===== config.mk =====
export PLATFORM = sky130hd
export DESIGN_NAME = act_buf_reader
export DESIGN_NICKNAME = d
export VERILOG_FILES = /design/src/rtl/act_buf_reader.sv
export SDC_FILE = /design/constraint.sdc
export NUM_CORES = 1
export LEC_CHECK = 0
export ABC_AREA = 1
export ABC_CLOCK_PERIOD_IN_PS = 6500
export BUFFER_PORTS_ARGS = -buffer_cell sky130_fd_sc_hd__buf_2
export CORE_MARGIN = 1
export CORE_UTILIZATION = 55
export DETAILED_ROUTE_END_ITERATION = 6
export GPL_TIMING_DRIVEN = 1
export PLACE_DENSITY = 0.76
export SLEW_MARGIN = 20
export SYNTH_ARGS = -nofsm -noshare
export SYNTH_HDL_FRONTEND = slang
export SYNTH_SLANG_ARGS = --single-unit

===== constraint.sdc =====
create_clock -name ap_clk -period 6.5 [get_ports ap_clk]
set_input_delay 0.975 -clock ap_clk [delete_from_list [all_inputs] [get_ports ap_clk]]
set_output_delay 0.975 -clock ap_clk [all_outputs]
set_load 0.01 [all_outputs]

===== src/rtl/act_buf_reader.sv =====
// Streams a frame of BRAM words out as bytes, LSB byte first, with one word of prefetch.
// Optional macro ACT_BUF_READER_TLAST_EN adds ActOut_V_V_TLAST on the final byte of a frame.
module act_buf_reader #(
    parameter int DWIDTH = 64,
    parameter int AWIDTH = 10,
    parameter int WORDS  = 544
) (
    input  logic              ap_clk,
    input  logic              ap_rst,
    input  logic              SyncSig_V,
    input  logic              SyncSig_V_ap_vld,
    output logic              SyncSig_V_ap_ack,
    output logic [AWIDTH-1:0] ActBuf_Data_address0,
    output logic              ActBuf_Data_ce0,
    input  logic [DWIDTH-1:0] ActBuf_Data_q0,
    output logic [7:0]        ActOut_V_V_TDATA,
    output logic              ActOut_V_V_TVALID,
    input  logic              ActOut_V_V_TREADY,
`ifdef ACT_BUF_READER_TLAST_EN
    output logic              ActOut_V_V_TLAST,
`endif
    output logic              frame_done
);

    localparam int NB = DWIDTH / 8;
    localparam int BW = (NB > 1) ? $clog2(NB) : 1;
    localparam logic [AWIDTH:0] WORDS_C = (AWIDTH+1)'(WORDS);

    typedef enum logic {IDLE, RUN} state_t;

    state_t            state;
    logic [AWIDTH:0]   rd_addr;
    logic [DWIDTH-1:0] cur;
    logic [DWIDTH-1:0] nxt;
    logic              cur_full;
    logic              nxt_full;
    logic              in_flight;
    logic [BW-1:0]     bidx;

    logic hs;
    logic last_byte;
    logic cur_drain;
    logic all_issued;
    logic frame_end;
    logic issue;

    assign hs         = cur_full & ActOut_V_V_TREADY;
    assign last_byte  = (bidx == BW'(NB - 1));
    assign cur_drain  = hs & last_byte;
    assign all_issued = (rd_addr == WORDS_C);
    // The frame ends on the last byte of the last word: nothing left to issue, in flight or queued.
    assign frame_end  = cur_drain & all_issued & ~in_flight & ~nxt_full;
    assign issue      = (state == RUN) & ~all_issued & ~in_flight & (~nxt_full | cur_drain);

    // Ack is combinational so the writer can drop vld on the following edge.
    assign SyncSig_V_ap_ack     = (state == IDLE) & SyncSig_V_ap_vld & ~ap_rst;
    assign ActBuf_Data_ce0      = issue;
    assign ActBuf_Data_address0 = rd_addr[AWIDTH-1:0];
    assign ActOut_V_V_TVALID    = cur_full;
    assign ActOut_V_V_TDATA     = cur[{bidx, 3'b000} +: 8];
`ifdef ACT_BUF_READER_TLAST_EN
    assign ActOut_V_V_TLAST     = cur_full & last_byte & all_issued & ~in_flight & ~nxt_full;
`endif

    always_ff @(posedge ap_clk or posedge ap_rst) begin
        if (ap_rst) begin
            state      <= IDLE;
            rd_addr    <= '0;
            cur        <= '0;
            nxt        <= '0;
            cur_full   <= 1'b0;
            nxt_full   <= 1'b0;
            in_flight  <= 1'b0;
            bidx       <= '0;
            frame_done <= 1'b0;
        end else begin
            frame_done <= 1'b0;
            case (state)
                IDLE: begin
                    if (SyncSig_V_ap_vld && SyncSig_V) begin
                        state <= RUN;
                    end
                end
                RUN: begin
                    if (issue) begin
                        rd_addr <= rd_addr + {{AWIDTH{1'b0}}, 1'b1};
                    end
                    in_flight <= issue;
                    if (hs) begin
                        bidx <= last_byte ? '0 : bidx + BW'(1);
                    end
                    // A returning word always finds nxt empty, since issue waits for room.
                    if (in_flight) begin
                        if (!cur_full || cur_drain) begin
                            cur      <= ActBuf_Data_q0;
                            cur_full <= 1'b1;
                        end else begin
                            nxt      <= ActBuf_Data_q0;
                            nxt_full <= 1'b1;
                        end
                    end else if (cur_drain) begin
                        if (nxt_full) begin
                            cur      <= nxt;
                            nxt_full <= 1'b0;
                        end else begin
                            cur_full <= 1'b0;
                        end
                    end
                    if (frame_end) begin
                        state      <= IDLE;
                        frame_done <= 1'b1;
                        rd_addr    <= '0;
                        bidx       <= '0;
                        cur        <= '0;
                    end
                end
                default: state <= IDLE;
            endcase
        end
    end

endmodule


# Yosys cells after proc, flatten, opt, wreduce, memory -nomap -nowiden
# Index checks and enable logic that the tools add are counted.
[op_classes]
n_addsub = 2
n_eq_ne = 6
shift = 1
muxes = 22
bitwise_logic = 17
reduce_logical = 14
[ops]
columns = ["operator", "count"]
rows = [
  ["two-way mux 64 bit", 5],
  ["indexed part select 64 x 7 -> 8 bit", 1],
  ["two-way mux 11 bit", 2],
  ["adder 11 x 1 -> 11 bit, second input constant", 1],
  ["equality test 11 x 10 -> 1 bit, second input constant", 1],
  ["two-way mux 1 bit", 11],
  ["bitwise AND 1 bit", 10],
  ["two-way mux 3 bit", 3],
  ["AND reduction 4 bit", 2],
  ["NOT 1 bit", 6],
  ["AND reduction 3 bit", 2],
  ["nonzero test 2 bit", 3],
  ["nonzero test 3 bit", 2],
  ["!= test 2 x 1 -> 1 bit, second input constant", 2],
  ["AND reduction 2 bit", 2],
  ["adder 3 x 1 -> 3 bit, second input constant", 1],
  ["equality test 3 bit, second input constant", 1],
  ["!= test 3 x 1 -> 1 bit, second input constant", 1],
  ["!= test 2 bit, second input constant", 1],
  ["one-hot mux 1 bit (2 select lines)", 1],
  ["logical AND 1 bit", 1],
  ["logical NOT 1 bit", 1],
  ["logical OR 1 bit", 1],
  ["OR 1 bit", 1],
]
[word_totals]
regBits = 147
in_bits = 69
out_inout_bits = 22
word_cells = 71

# Logic depth before layout (Yosys ltp)
[logic_depth]
word_depth = 7
depth_mapped = 13
ltp_nobuf = 12

# Worst setup path before layout
# OpenSTA, ideal clock, no wires.
[synth_path]
path_kind = "input to output"
from = "input ActOut_V_V_TREADY"
to = "output ActBuf_Data_ce0"
arrival_time_ns = 1.414
t_required_ns = 5.525
slack_ns = 4.111
stages = 6
path_buffers = 0
cell_sequence = "nand3_2 nand2_1 nand2_1 inv_1 nand2_1 inv_1"
[synth_between]
elab_chain_len = 4
[synth_rtl]
columns = ["item", "line", "source"]
rows = [
  ["start, declared", "18", "input logic ActOut_V_V_TREADY,"],
  ["bitwise AND 1 bit", "47", "assign hs = cur_full & ActOut_V_V_TREADY;"],
  ["bitwise AND 1 bit", "49", "assign cur_drain = hs & last_byte;"],
  ["OR 1 bit", "53", "assign issue = (state == RUN) & ~all_issued & ~in_flight & (~nxt_full | cur_drain);"],
  ["bitwise AND 1 bit", "53", ""],
  ["end, declared", "14", "output logic ActBuf_Data_ce0,"],
]
# No other way between the ends.

# Final worst setup path
[layout_path]
from = "register in_flight"
to = "register cur[21]"
[layout_between]
elab_chain_len = 5
elab_cells_between_ends = 9
cone_classes = "1 x eq/ne; 2 x mux; 3 x bitwise; 3 x reduce/logical"
[layout_rtl]
columns = ["item", "line", "source"]
rows = [
  ["start, declared", "37", "logic in_flight;"],
  ["start signal, assigned", "88", "in_flight <= issue;"],
  ["NOT 1 bit", "52", "assign frame_end = cur_drain & all_issued & ~in_flight & ~nxt_full;"],
  ["bitwise AND 1 bit (2 in series)", "52", ""],
  ["!= test 3 x 1 -> 1 bit (no line) or nonzero test 3 bit (tied branches)", "--", ""],
  ["AND reduction 4 bit (no line)", "--", ""],
  ["end signal, assigned", "95", "cur <= ActBuf_Data_q0;"],
  ["end signal, assigned", "103", "cur <= nxt;"],
  ["end, declared", "33", "logic [DWIDTH-1:0] cur;"],
]
# Parallel ways exist; a longest one is shown, timed or not.
# A chain may end at the register's enable or synchronous reset.

==> reports/metrics.csv <==
metric,value,unit
status,"complete, no violations",
final hold slack,480,ps
HP Start,cur[14]$_DFFE_PP0P_,
post-synth top area share,47.8,%
Multi-input gate area,3230,µm²
period utilisation layout,64.2,%
top area cells in the synthesized netlist,"dfrtp_1 48%, nand2_1 13%, o21ai_0 7.1%",
Mapped Area,7700,µm²
Hold Path Class,register to register,
Sw Share,40.3,%
max_slew headroom,27.7,%
Crit-path slowest cell,dfrtp_4,
wire per inst,13.3,µm
clk sink count,147,
unrepaired setup endpoints after global routing,false,
cell count after synthesis,995,
CP max FO,121,
worst r2r dst,cur[21]$_DFFE_PP0P_,
total die area,14500,µm²
area grow syn2layout,12.0,%
worst-skew pair later-pin latency,420,ps
Fin. Hold Viols,0,
Peak VDD IR,237,µV
core area,13500,µm²
vias in the first global route,5808,
nets,1111,
number of primary I/O pins,91,
GPL Wtd Cong,0.850,
Reg2Reg Setup Slack,2320,ps
combinational fraction of design power,39.7,%
WP data required,6850,ps
Tmin final,4180,ps
kind of critical path,register to register,
Max Root-Sink Buffers,2,
"EDFF count, synth",0,
DRT Pass-1 Iters,5,
Switching Power,0.00178,W
worst r2r path cells,10,
Synth async-reset ratio,100,%
pin count of the biggest net entering global routing,122,
Tot GR Track Use,24.1,%
setup TNS,0,ps
Seq pwr share,36.9,%
Final Skew,6.91,ps
crit path capture type,register,
FP Rows,42,
initial detailed-routing violation count,500,
actual slew at the worst max-slew pin,1080,ps
Die X,120,µm
synthesized flop and latch total,147,
PortBufs,90,
Initial Util,57.2,%
# DRC,0,
first-pass GRT wire length,27.4,mm
"Critical Path, Cell by Cell",inv_2 -> nand2_1 -> nor2_2 -> nand3_2 -> buf_4 -> nand2_1 -> nand2_4 -> buf_4 -> nand2_1 -> o21ai_2,
# H-tree levels,4,
DR vias/cell,5.17,
total grt overflow,0,
most frequent cell after synthesis,nand2_1,
Main synth FF type,dfrtp_1,
Resized cells post-CTS,0,
share of cells above drive strength 1,18.8,%
Syn Nets,1068,
arrival time worst endpoint,4520,ps
synthesized area per cell,7.74,µm²
# diodes,0,
total number of vias,6335,
fmax,0.239,GHz
clock root buffer,clkbuf_16,
Syn. warnings,0,
hold_buf cts,0,
Post-CTS Setup Bufs,0,
Final setup viols,0,
Post-DRT Antenna Nets,0,
FF/Latch Area,3680,µm²
filler instances,1195,
Max Cap Viol,0,
DPL Wire Length,10.6,mm
PwrDens,513,nW/µm²
crit-path max cell delay,1080,ps
Max Slew Vio Count,0,
Hold Crit Depth,2,
Int Pwr,0.00264,W
Worst Setup Start Kind,register,
Die H,120,µm
Post-synth top cells,"274 x nand2_1, 147 x dfrtp_1, 109 x nor2_1, 109 x o21ai_0, 90 x inv_1",
CTS tree,built,
final wirelength,16.2,mm
leakage,4.49,nW
hold endpoint,cur[14]$_DFFE_PP0P_,
Clk network pwr share,23.4,%
RR Startpoint,in_flight$_DFFE_PP0P_,
"area leader, netlist",dfrtp_1,
initial antenna violation count,0,
"Reg clk slew, reported paths",60,ps
register area share after synthesis,47.8,%
Cell variety after synth,26,
most numerous cell on the critical path,nand2_1,
total CTS buffers,17,
## worst max path at each step
stage / start / endpoint / cells after the start
2_1_floorplan: ap_rst / ActOut_V_V_TVALID$_DFFE_PP0P_ / 1
3_3_place_gp: in_flight$_DFFE_PP0P_ / cur[19]$_DFFE_PP0P_ / 10
3_5_place_dp: in_flight$_DFFE_PP0P_ / cur[21]$_DFFE_PP0P_ / 10
4_1_cts: in_flight$_DFFE_PP0P_ / cur[21]$_DFFE_PP0P_ / 10
5_1_grt: in_flight$_DFFE_PP0P_ / cur[14]$_DFFE_PP0P_ / 10
6_report: in_flight$_DFFE_PP0P_ / cur[21]$_DFFE_PP0P_ / 10
## logic make-up after synthesis
family | synth area share (%)
buffers and inverters | 10.3
and+or+nand+nor | 21.5
xor gates and xnor gates | 0.114
adders and majority gates | 0.650
DFF | 47.8
AOI/OAI and AO/OA | 19.6
## routing by layer
metal | vias to the layer above | wire, µm | global-route usage (%)
li1 | 3246 | - | -
met3 | 25 | 791 | 5.00
met2 | 157 | 7380 | 35.9
met1 | 2907 | 7780 | 34.7
met5 | - | 0 | 0
met4 | 0 | 299 | 9.10
## layout make-up
cell class | instances | share of cell area [%]
Inverter | 96 | 4.24
Tap cell | 176 | 2.55
Timing Repair Buffer | 96 | 5.75
Sequential cell | 147 | 42.7
Clock buffer | 21 | 5.46
Clock inverter | 9 | 1.79
Multi-Input combinational cell | 680 | 37.5
## worst max-delay path, delay by kind of cell (launching register included)
family	cells	cell delay, ps
flip-flops	1	1080
AND/OR/NAND/NOR	6	1490
buffers and inverters	3	1390
AO/OA/AOI/OAI	1	90
## cells in the final DEF, fill, tap and decap left out, drive strengths merged
cell      instances
nand2           274
o21ai           175
dfrtp           147
nor2            112
buf              96
inv              94
a21oi            70
nand3            22
clkbuf           21
nand4             8
a31oi             8
clkinv            5
nor3              4
ha                4
bufinv            4
clkinvlp          2
or2               1
xor2              1
o211ai            1
## power groups by stage
stage	Sequential (W)	Clock [W]	Combinational, W
after floorplan	0.00149	0	0.00149
after global placement	0.00163	0	0.00170
after detailed placement	0.00164	0	0.00174
after CTS	0.00163	0.00105	0.00177
after global routing	0.00169	0.00109	0.00201
final	0.00163	0.00103	0.00175
## flip-flops by register name, indices dropped and copies added (netlist names)
name,cells
ActOut_V_V_TVALID,1
frame_done,1
in_flight,1
cur,64
nxt_full,1
bidx,3
state,1
rd_addr,11
nxt,64
## metrics by stage
step	cell area [µm²]	setup WS [ps]	power (W)	instances	util (%)
after detailed placement	8000	2370	0.00338	1195	59.4
after CTS	8620	2330	0.00444	1225	64.1
after global placement	8000	2470	0.00333	1195	59.4
after floorplan	7700	1570	0.00298	995	-
final	8620	2320	0.00442	1225	64.1
after global routing	8620	1900	0.00479	1225	64.1
Power figures use the tool's default switching activity.
